### config.mk
export PLATFORM = sky130hd
export DESIGN_NAME = weight_bank_loader
export DESIGN_NICKNAME = d
export VERILOG_FILES = /design/src/rtl/cnn_weight_pkg.sv /design/src/rtl/weight_tile_pad.sv /design/src/rtl/weight_bank_loader.sv
export SDC_FILE = /design/constraint.sdc
export NUM_CORES = 1
export LEC_CHECK = 0
export CORE_UTILIZATION = 41
export CTS_BUF_LIST = sky130_fd_sc_hd__clkbuf_8
export CTS_CLUSTER_SIZE = 14
export DETAILED_ROUTE_END_ITERATION = 10
export GPL_TIMING_DRIVEN = 0
export PLACE_DENSITY = 0.83
export SETUP_SLACK_MARGIN = 0.05
export SLEW_MARGIN = 20
export SYNTH_ARGS = -nofsm -noshare
export SYNTH_HDL_FRONTEND = slang
export SYNTH_SLANG_ARGS = --single-unit
### constraint.sdc
create_clock -name clk -period 2.2 [get_ports clk]
set_input_delay 0.44 -clock clk [delete_from_list [all_inputs] [get_ports clk]]
set_output_delay 0.44 -clock clk [all_outputs]
set_load 0.02 [all_outputs]
### src/rtl/cnn_weight_pkg.sv
// Shared state type and sizing/lane helpers for the ping-pong weight bank loader.
package cnn_weight_pkg;

    typedef enum logic [1:0] {
        ST_IDLE = 2'd0,
        ST_LOAD = 2'd1,
        ST_FULL = 2'd2
    } ldr_state_t;

    function automatic int addr_width(input int depth_max);
        return $clog2(2 * depth_max);
    endfunction

    function automatic int depth_width(input int depth_max);
        return $clog2(depth_max + 1);
    endfunction

    // Row-major lane number of (row, col) in a tile whose edge is edge_len.
    function automatic int lane_idx(input int row, input int col, input int edge_len);
        return row * edge_len + col;
    endfunction

endpackage

### src/rtl/weight_tile_pad.sv
// Remaps a packed ksize x ksize slice into the fixed KERNEL_SIZE_MAX x KERNEL_SIZE_MAX lane layout.
// Remap is only built with WEIGHT_LOADER_ZERO_PAD_EN; otherwise data passes straight through.
module weight_tile_pad
    import cnn_weight_pkg::*;
#(
    parameter int DATA_WIDTH      = 16,
    parameter int KERNEL_SIZE_MAX = 3
) (
    input  logic [3:0]                                           i_ksize,
    input  logic [KERNEL_SIZE_MAX*KERNEL_SIZE_MAX*DATA_WIDTH-1:0] i_data,
    output logic [KERNEL_SIZE_MAX*KERNEL_SIZE_MAX*DATA_WIDTH-1:0] o_data
);

`ifdef WEIGHT_LOADER_ZERO_PAD_EN
    // Every (ksize, row, col) combination is unrolled so all lane selects are constant.
    always_comb begin
        o_data = '0;
        for (int ks = 1; ks <= KERNEL_SIZE_MAX; ks++) begin
            for (int row = 0; row < ks; row++) begin
                for (int col = 0; col < ks; col++) begin
                    if (int'(i_ksize) == ks) begin
                        o_data[lane_idx(row, col, KERNEL_SIZE_MAX)*DATA_WIDTH +: DATA_WIDTH] =
                            i_data[lane_idx(row, col, ks)*DATA_WIDTH +: DATA_WIDTH];
                    end
                end
            end
        end
    end
`else
    logic w_unused_ksize;
    assign w_unused_ksize = ^i_ksize;
    assign o_data         = i_data;
`endif

endmodule

### src/rtl/weight_bank_loader.sv
// Streams one kernel group into the shadow half of a ping-pong weight RAM and swaps halves on request.
// Optional lane remap/zero padding is enabled with WEIGHT_LOADER_ZERO_PAD_EN.
module weight_bank_loader
    import cnn_weight_pkg::*;
#(
    parameter int DATA_WIDTH      = 16,
    parameter int KERNEL_SIZE_MAX = 3,
    parameter int PARA_KERNEL     = 2,
    parameter int DEPTH_MAX       = 64,
    parameter int AW              = addr_width(DEPTH_MAX),
    parameter int DW              = depth_width(DEPTH_MAX)
) (
    input  logic                                                 clk,
    input  logic                                                 rst,
    input  logic                                                 cfg_start,
    input  logic [DW-1:0]                                        cfg_depth,
    input  logic [3:0]                                           cfg_kernel_size,
    input  logic                                                 in_valid,
    output logic                                                 in_ready,
    input  logic [KERNEL_SIZE_MAX*KERNEL_SIZE_MAX*DATA_WIDTH-1:0] in_data,
    output logic [PARA_KERNEL-1:0]                               wr_en,
    output logic [AW-1:0]                                        wr_addr,
    output logic [KERNEL_SIZE_MAX*KERNEL_SIZE_MAX*DATA_WIDTH-1:0] wr_data,
    output logic                                                 update_req,
    output logic [AW-1:0]                                        update_addr,
    input  logic                                                 swap_req,
    output logic                                                 swap_ack,
    output logic                                                 active_bank,
    output logic                                                 cfg_err,
    output logic                                                 busy
);

    localparam int BW = KERNEL_SIZE_MAX * KERNEL_SIZE_MAX * DATA_WIDTH;
    localparam int KW = (PARA_KERNEL > 1) ? $clog2(PARA_KERNEL) : 1;

    ldr_state_t             r_state;
    ldr_state_t             w_state_nxt;
    logic [DW-1:0]          r_depth;
    logic [DW-1:0]          r_slice;
    logic [KW-1:0]          r_kern;
    logic [3:0]             r_ksize;
    logic                   r_bank;
    logic                   r_update_req;
    logic                   r_swap_ack;
    logic                   r_cfg_err;
    logic [PARA_KERNEL-1:0] r_wr_en;
    logic [AW-1:0]          r_wr_addr;
    logic [BW-1:0]          r_wr_data;
    logic [BW-1:0]          w_pad_data;
    logic [AW-1:0]          w_shadow_base;
    logic [AW-1:0]          w_wr_addr;
    logic                   w_cfg_ok;
    logic                   w_accept;
    logic                   w_last;
    logic                   w_start;
    logic                   w_bad;
    logic                   w_swap;
    logic                   w_kern_wrap;

    assign w_cfg_ok = (cfg_depth != '0) && (cfg_depth <= DW'(DEPTH_MAX)) &&
                      (cfg_kernel_size != 4'd0) && (cfg_kernel_size <= 4'(KERNEL_SIZE_MAX));

    // in_ready is a pure state decode, so it never depends on in_valid.
    assign in_ready      = (r_state == ST_LOAD);
    assign w_accept      = in_valid && in_ready;
    assign w_kern_wrap   = (r_kern == KW'(PARA_KERNEL - 1));
    assign w_last        = (r_slice == r_depth - 1'b1) && w_kern_wrap;
    assign w_shadow_base = r_bank ? '0 : AW'(DEPTH_MAX);
    assign w_wr_addr     = w_shadow_base + AW'(r_slice);

    always_ff @(posedge clk) begin
        if (rst) begin
            r_state <= ST_IDLE;
        end else begin
            r_state <= w_state_nxt;
        end
    end

    always_comb begin
        w_state_nxt = r_state;
        w_start     = 1'b0;
        w_bad       = 1'b0;
        w_swap      = 1'b0;
        case (r_state)
            ST_IDLE: begin
                if (cfg_start) begin
                    if (w_cfg_ok) begin
                        w_state_nxt = ST_LOAD;
                        w_start     = 1'b1;
                    end else begin
                        w_bad = 1'b1;
                    end
                end
            end
            ST_LOAD: begin
                if (w_accept && w_last) begin
                    w_state_nxt = ST_FULL;
                end
            end
            ST_FULL: begin
                if (swap_req) begin
                    w_state_nxt = ST_IDLE;
                    w_swap      = 1'b1;
                end
            end
            default: w_state_nxt = ST_IDLE;
        endcase
    end

    always_ff @(posedge clk) begin
        if (rst) begin
            r_depth      <= '0;
            r_ksize      <= '0;
            r_slice      <= '0;
            r_kern       <= '0;
            r_bank       <= 1'b0;
            r_update_req <= 1'b0;
            r_swap_ack   <= 1'b0;
            r_cfg_err    <= 1'b0;
        end else begin
            r_update_req <= (w_state_nxt == ST_IDLE);
            r_swap_ack   <= w_swap;
            if (w_bad) begin
                r_cfg_err <= 1'b1;
            end
            if (w_swap) begin
                r_bank <= ~r_bank;
            end
            // Slice-major order: walk all kernels of a slice before moving to the next slice.
            if (w_start) begin
                r_depth <= cfg_depth;
                r_ksize <= cfg_kernel_size;
                r_slice <= '0;
                r_kern  <= '0;
            end else if (w_accept) begin
                if (w_kern_wrap) begin
                    r_kern  <= '0;
                    r_slice <= r_slice + 1'b1;
                end else begin
                    r_kern <= r_kern + 1'b1;
                end
            end
        end
    end

    weight_tile_pad #(
        .DATA_WIDTH      (DATA_WIDTH),
        .KERNEL_SIZE_MAX (KERNEL_SIZE_MAX)
    ) u_pad (
        .i_ksize (r_ksize),
        .i_data  (in_data),
        .o_data  (w_pad_data)
    );

    always_ff @(posedge clk) begin
        if (rst) begin
            r_wr_en   <= '0;
            r_wr_addr <= '0;
            r_wr_data <= '0;
        end else begin
            r_wr_en <= '0;
            if (w_accept) begin
                r_wr_en   <= PARA_KERNEL'(1) << r_kern;
                r_wr_addr <= w_wr_addr;
                r_wr_data <= w_pad_data;
            end
        end
    end

    assign wr_en       = r_wr_en;
    assign wr_addr     = r_wr_addr;
    assign wr_data     = r_wr_data;
    assign update_req  = r_update_req;
    assign update_addr = r_update_req ? w_shadow_base : '0;
    assign swap_ack    = r_swap_ack;
    assign active_bank = r_bank;
    assign cfg_err     = r_cfg_err;
    assign busy        = (r_state != ST_IDLE);

endmodule
## Word-level counts from Yosys, hierarchy flattened

Cells that the tools add are included.

| cells by class | value |
|---|---|
| bitwise gates (word level) | 2 |
| shift-type cells | 1 |
| order comparisons | 2 |
| reduce and logical (&&, ||, !) cells | 14 |
| muxes and demuxes | 16 |
| add/subtract/negate cells | 4 |
| equality and inequality tests | 3 |

Operators with widths:

| cell | number |
|---|---|
| 7-bit two-way mux | 2 |
| 1-bit two-way mux | 9 |
| 2-bit two-way mux | 4 |
| 7-bit by 1-bit adder with 7-bit output, second input constant | 1 |
| 7-bit adder | 1 |
| 7-bit == test | 1 |
| 7-bit less-or-equal comparator, second input constant | 1 |
| 7-bit nonzero test | 1 |
| 7-bit by 1-bit subtractor with 7-bit output, second input constant | 1 |
| 1-bit logical AND | 6 |
| 2-bit one-hot mux with 3 select lines | 1 |
| 4-bit by 2-bit less-or-equal comparator with 1-bit output, second input constant | 1 |
| 2-bit logical NOT | 2 |
| 4-bit nonzero test | 1 |
| 2-bit OR reduction | 2 |
| 2-bit by 1-bit == test with 1-bit output, second input constant | 1 |
| 2-bit == test, second input constant | 1 |
| 1-bit NOT | 2 |
| 2-bit AND reduction | 1 |
| 2-bit nonzero test | 1 |
| 1-bit by 1-bit left shift with 2-bit output, first input constant | 1 |
| 1-bit adder, second input constant | 1 |

| storage, ports and cells | value |
|---|---|
| input bits | 160 |
| output and inout bits | 166 |
| logic and storage cells | 53 |
| register bits after elaboration | 174 |

## Longest topological paths before layout

Gate-level depths: netlist (run 1).

| logic depth | value |
|---|---|
| word-level depth | 8 |
| mapped depth | 8 |
| mapped depth without buffers | 7 |

## Hierarchy

A second synthesis (run 1) with hierarchy kept.

| second synthesis, totals | value |
|---|---|
| cell total of the unflattened synthesis | 962 |
| area total of the unflattened synthesis | 7661.1 µm² |

By module, submodules not included:

| module | times used | area an instance (µm²) | cells each | seq. area each (µm²) |
|---|---|---|---|---|
| weight_bank_loader | 1 | 6580.1 | 818 | 3563.4 |
| weight_tile_pad | 1 | 1081.0 | 144 | 0.0 |

## Least setup slack after synthesis (run 1)

OpenSTA, ideal clock, no wires.

| path | value |
|---|---|
| path kind | register -> register |
| from | reg r_depth[0] |
| to | reg r_state[0] |
| arrival | 1.618 ns |
| clock period less this slack | 1.756 ns |
| required time | 2.062 ns |
| path buffers | 0 |
| slack | 0.444 ns |
| setup time | 0.138 ns |
| cell stages (with the launch flop) | 7 |
| path through | dfxtp_1 -> inv_1 -> ha_1 -> xnor2_1 -> or4_1 -> a211oi_2 -> a221oi_1 |

| between the ends | value |
|---|---|
| word-level cells in the longest chain between the ends | 6 |

Ends and longest elaborated chain:

| what | line | RTL |
|---|---|---|
| from (decl) | weight_bank_loader.sv:38 | `logic [DW-1:0] r_depth;` |
| from (signal assigned) | weight_bank_loader.sv:131 | `r_depth <= cfg_depth;` |
| 7-bit by 1-bit subtractor with 7-bit output | weight_bank_loader.sv:67 | `assign w_last = (r_slice == r_depth - 1'b1) && w_kern_wrap;` |
| 7-bit == test | weight_bank_loader.sv:67 |  |
| 1-bit logical AND | weight_bank_loader.sv:67 |  |
| 1-bit logical AND | weight_bank_loader.sv:96 | `if (w_accept && w_last) begin` |
| 2-bit two-way mux | weight_bank_loader.sv:96 |  |
| 2-bit one-hot mux with 3 select lines | weight_bank_loader.sv:84 | `case (r_state)` |
| to (signal assigned) | weight_bank_loader.sv:75 | `r_state <= w_state_nxt;` |
| to (decl) | weight_bank_loader.sv:36 | `ldr_state_t r_state;` |

No other way between the ends.
A chain may end at the register's enable or synchronous reset.

## Worst setup path after layout (run 1)

| path | value |
|---|---|
| from | reg r_update_req (netlist: update_req) |
| to | out update_addr[6] |

| between the ends | value |
|---|---|
| word-level cells in the longest chain between the ends | 1 |

Ends and longest elaborated chain:

| what | line | RTL |
|---|---|---|
| from (decl) | weight_bank_loader.sv:43 | `logic r_update_req;` |
| from (signal assigned) | weight_bank_loader.sv:121 | `r_update_req <= (w_state_nxt == ST_IDLE);` |
| 7-bit two-way mux | weight_bank_loader.sv:174 | `assign update_addr = r_update_req ? w_shadow_base : '0;` |
| to (decl) | weight_bank_loader.sv:25 | `output logic [AW-1:0] update_addr,` |

No other way between the ends.

==> results.toml, run 1 <==
[synthesis]
async_flop_share = 0
synth_seq_area_share = 0.5463
avgSynthCellArea_um2 = 8.020
syn_inst = 795
yosys_register_bits = 174
syn-cell-area_um2 = 6376
synth_edf_count = 0
yosys.area.top_type = "dfxtp_1"
yosys.area.top_type_share = 0.5463
ys_top_cells_by_area = "dfxtp_1 55%, nand2_1 18%, a21oi_1 12%, buf_4 1.6%, clkbuf_1 1.6%"
synthFlopType = "dfxtp_1"
synth.distinct_cells = 41
yosysWarnings = 0

[cts]
cts_htree_levels = 4
max-clock-path-buffers = 2
cts_tree = "yes"
cts_sinks = 174
ctsRootBufferMaster = "clkbuf_8"
path_clk_slew_ns = 0.09
post_cts_buffers = 0
cts_made_buffers = 17
clkLatencyLatePin_ns = 0.46
cts_hold_buf = 0

[worst_hold_path]
worstHoldStart = "wr_data[19]$_SDFFE_PP0P_"
hold_path.class = "reg2reg"

[global_routing]
grt_pass1_vias = 6020
track_usage = 0.2478
antenna_found_initial = 1
grt_first_pass_wirelength_mm = 30.58
grt_overflow = 0
grt_max_degree = 17

[floorplanning]
chipWidth_um = 126.7
initial_core_util = 0.4194
core-area_um2 = 15200
die-area_um2 = 16050
die_y_um = 126.7
ios = 326
core.rowCount = 45

[routing]
vias = 6431
first_pass_iters = 4
vias_per_cell = 4.806
drt-initial-drc-count = 275
antenna_left = 0
wire_per_inst_um = 14.98
routed_wl_mm = 20.04
drc_errors = 0

[layout]
layout.area.seq_um2 = 3485
diodes = 0
areaGrowthSynthToFinish_pct = 60.75
fin_nets = 1300
final_util = 0.6742
n_fill_cell = 1284
drive_above_1_share = 0.06348
multi_input_area_um2 = 2585

[worst_setup_path]
slowest_stage = "clkdlybuf4s50_1"
endpoint_kind = "primary output"
cp.arrival_ns = 1.62
start_kind = "flip-flop"
required_ns = 1.76
path_class = "reg2out"
max_stage_delay_ns = 0.62
cp_max_fo = 2
crit_path_cell_trace = "nor2b_1 -> clkdlybuf4s50_1"
crit_start = "update_req$_SDFF_PP0_"
reg2reg_from = "r_depth[0]$_SDFFE_PP0P_"

[power_and_ir_drop]
p_sw_mw = 1.443
power.total_mw = 6.184
p_clk_frac = 0.381
ir_worst_vdd_mv = 0.3537
pwr-share-seq = 0.519
switching_share = 0.2334
p_comb_frac = 0.100
leakage_nw = 3.626
intPower_mw = 4.740
power_density_nw_per_um2 = 603.3

[outcome]
status = "completed"

[timing]
holdWs_ns = 0.4553
slew_headroom = 0.6537
finalCritPeriodShare = 0.9386
grt_setup_unrepaired = "false"
fin_worst_skew_ns = 0.009572
hold_viol = 0
fmax_mhz = 484.3
setup_viol = 0
final.min_clock_period_ns = 2.065
drv_slew = 0
worst_slew_pin_slew_ns = 0.5194

[job]
maxCapViolations = 0

[placement]
gp_congestion = 0.7919
io_buffer_count = 319
dp_hpwl_mm = 15.04
-- cell families (layout without fill, tap and decap cells) --
| kind of cell | count (synthesis) | count (layout) | share of synthesized area |
|---|---|---|---|
| adder cells (fa/ha/maj) | 2 | 2 | 0.003924 |
| AND/OR/NAND/NOR | 359 | 359 | 0.2255 |
| buffers and inverters | 67 | 417 | 0.05161 |
| other | 1 | 6 | 0.0005881 |
| multiplexers | 8 | 8 | 0.01256 |
| AO/OA/AOI/OAI | 167 | 167 | 0.1362 |
| flip-flops | 174 | 174 | 0.5463 |
| XOR/XNOR | 17 | 17 | 0.02335 |
-- cell type report --
| cell class | instances | area share |
|---|---|---|
| clock inverters | 12 | 0.01563 |
| multi-input cells | 559 | 0.2522 |
| well taps | 188 | 0.02295 |
| repair buffers | 319 | 0.3114 |
| flip-flops and latches | 174 | 0.3400 |
| clock buffers | 19 | 0.02551 |
| inverters | 5 | 0.001831 |
| plain buffers | 62 | 0.03052 |
-- layout by cell type (no fill, tap or decap), drive strengths merged, types with 2 or more instances in the layout --
| cell type | netlist | routed |
|---|---|---|
| clkinvlp | 0 | 4 |
| conb | 1 | 6 |
| buf | 34 | 34 |
| a21oi | 155 | 155 |
| xor2 | 7 | 7 |
| xnor2 | 10 | 10 |
| o21a | 2 | 2 |
| clkdlybuf4s50 | 0 | 318 |
| o21ai | 2 | 2 |
| ha | 2 | 2 |
| bufinv | 0 | 3 |
| nand2 | 307 | 307 |
| dfxtp | 174 | 174 |
| nor3 | 5 | 5 |
| clkbuf | 28 | 47 |
| mux2i | 8 | 8 |
| nand3 | 6 | 6 |
| nor2 | 27 | 27 |
| inv | 5 | 8 |
| clkinv | 0 | 2 |
| and2 | 2 | 2 |
-- registers in the layout (all words and copies together) (netlist names), 2 cells and up --
| name | count |
|---|---|
| wr_data | 144 |
| wr_addr | 7 |
| r_depth | 7 |
| r_state | 2 |
| r_slice | 7 |
| wr_en | 2 |
-- power by group through the flow --
| stage | clock (mW) | combinational, mW | sequential (mW) |
|---|---|---|---|
| floorplan | 0 | 0.160 | 3.32 |
| global placement | 0 | 0.616 | 3.28 |
| detailed placement | 0 | 0.617 | 3.28 |
| CTS | 2.42 | 0.622 | 3.21 |
| global route | 2.55 | 0.663 | 3.21 |
| finish | 2.36 | 0.619 | 3.21 |
-- worst max-delay path, delay by kind of cell, from the launching register on --
kind | cells | cell delay, ns
buffers and inverters | 1 | 0.62
DFF | 1 | 0.38
and+or+nand+nor | 1 | 0.17
-- what timing repair did --
item / CTS / global route
endpoints found under the setup margin: 71 / 8
pin swaps: 0 / 0
gates resized for setup: 2 / 4
cloned: 0 / 0
-- synth_stat cells, drive strengths merged (2+ instances only) --
| master | n |
|---|---|
| and2 | 2 |
| ha | 2 |
| o21ai | 2 |
| nand2 | 307 |
| xnor2 | 10 |
| dfxtp | 174 |
| buf | 34 |
| nand3 | 6 |
| inv | 5 |
| clkbuf | 28 |
| nor3 | 5 |
| mux2i | 8 |
| nor2 | 27 |
| xor2 | 7 |
| o21a | 2 |
| a21oi | 155 |
-- routing by layer --
metal	track usage	part of all wire
met4	0.1120	0.030
met3	0.1021	0.10
met1	0.2656	0.38
met2	0.4274	0.49
met5	0	0.00055
-- through the flow --
stage	worst slack [ns]	TNS, ns	std cells	instance area [um2]
final	0.1351	0	1338	10250
after global routing	0.05288	0	1338	10250
after CTS	0.05113	0	1338	10240
after detailed placement	-0.5606	-37.55	1307	9823
after global placement	-0.5342	-36.05	1307	9823
after floorplan	0.4442	0	800	6395
-- worst paths after layout --
kind                              endpoint  slack, ns  depth (start not counted)
setup / recovery            update_addr[6]       0.14                          2
hold / removal    wr_data[19]$_SDFFE_PP0P_       0.46                          2
setup reg to reg     r_state[0]$_SDFF_PP0_       0.27                          6
hold reg to reg   wr_data[19]$_SDFFE_PP0P_       0.46                          2
Note: power is estimated with default switching activity, not from simulation.
==> run 2, diff against run 1 <==
--- a/config.mk
+++ b/config.mk
@@ -12,7 +12,6 @@
 export GPL_TIMING_DRIVEN = 0
 export PLACE_DENSITY = 0.83
 export SETUP_SLACK_MARGIN = 0.05
-export SLEW_MARGIN = 20
 export SYNTH_ARGS = -nofsm -noshare
 export SYNTH_HDL_FRONTEND = slang
 export SYNTH_SLANG_ARGS = --single-unit
==> results of run 2 <==
The final DEF is identical to that of run 1; final timing and power are the same.
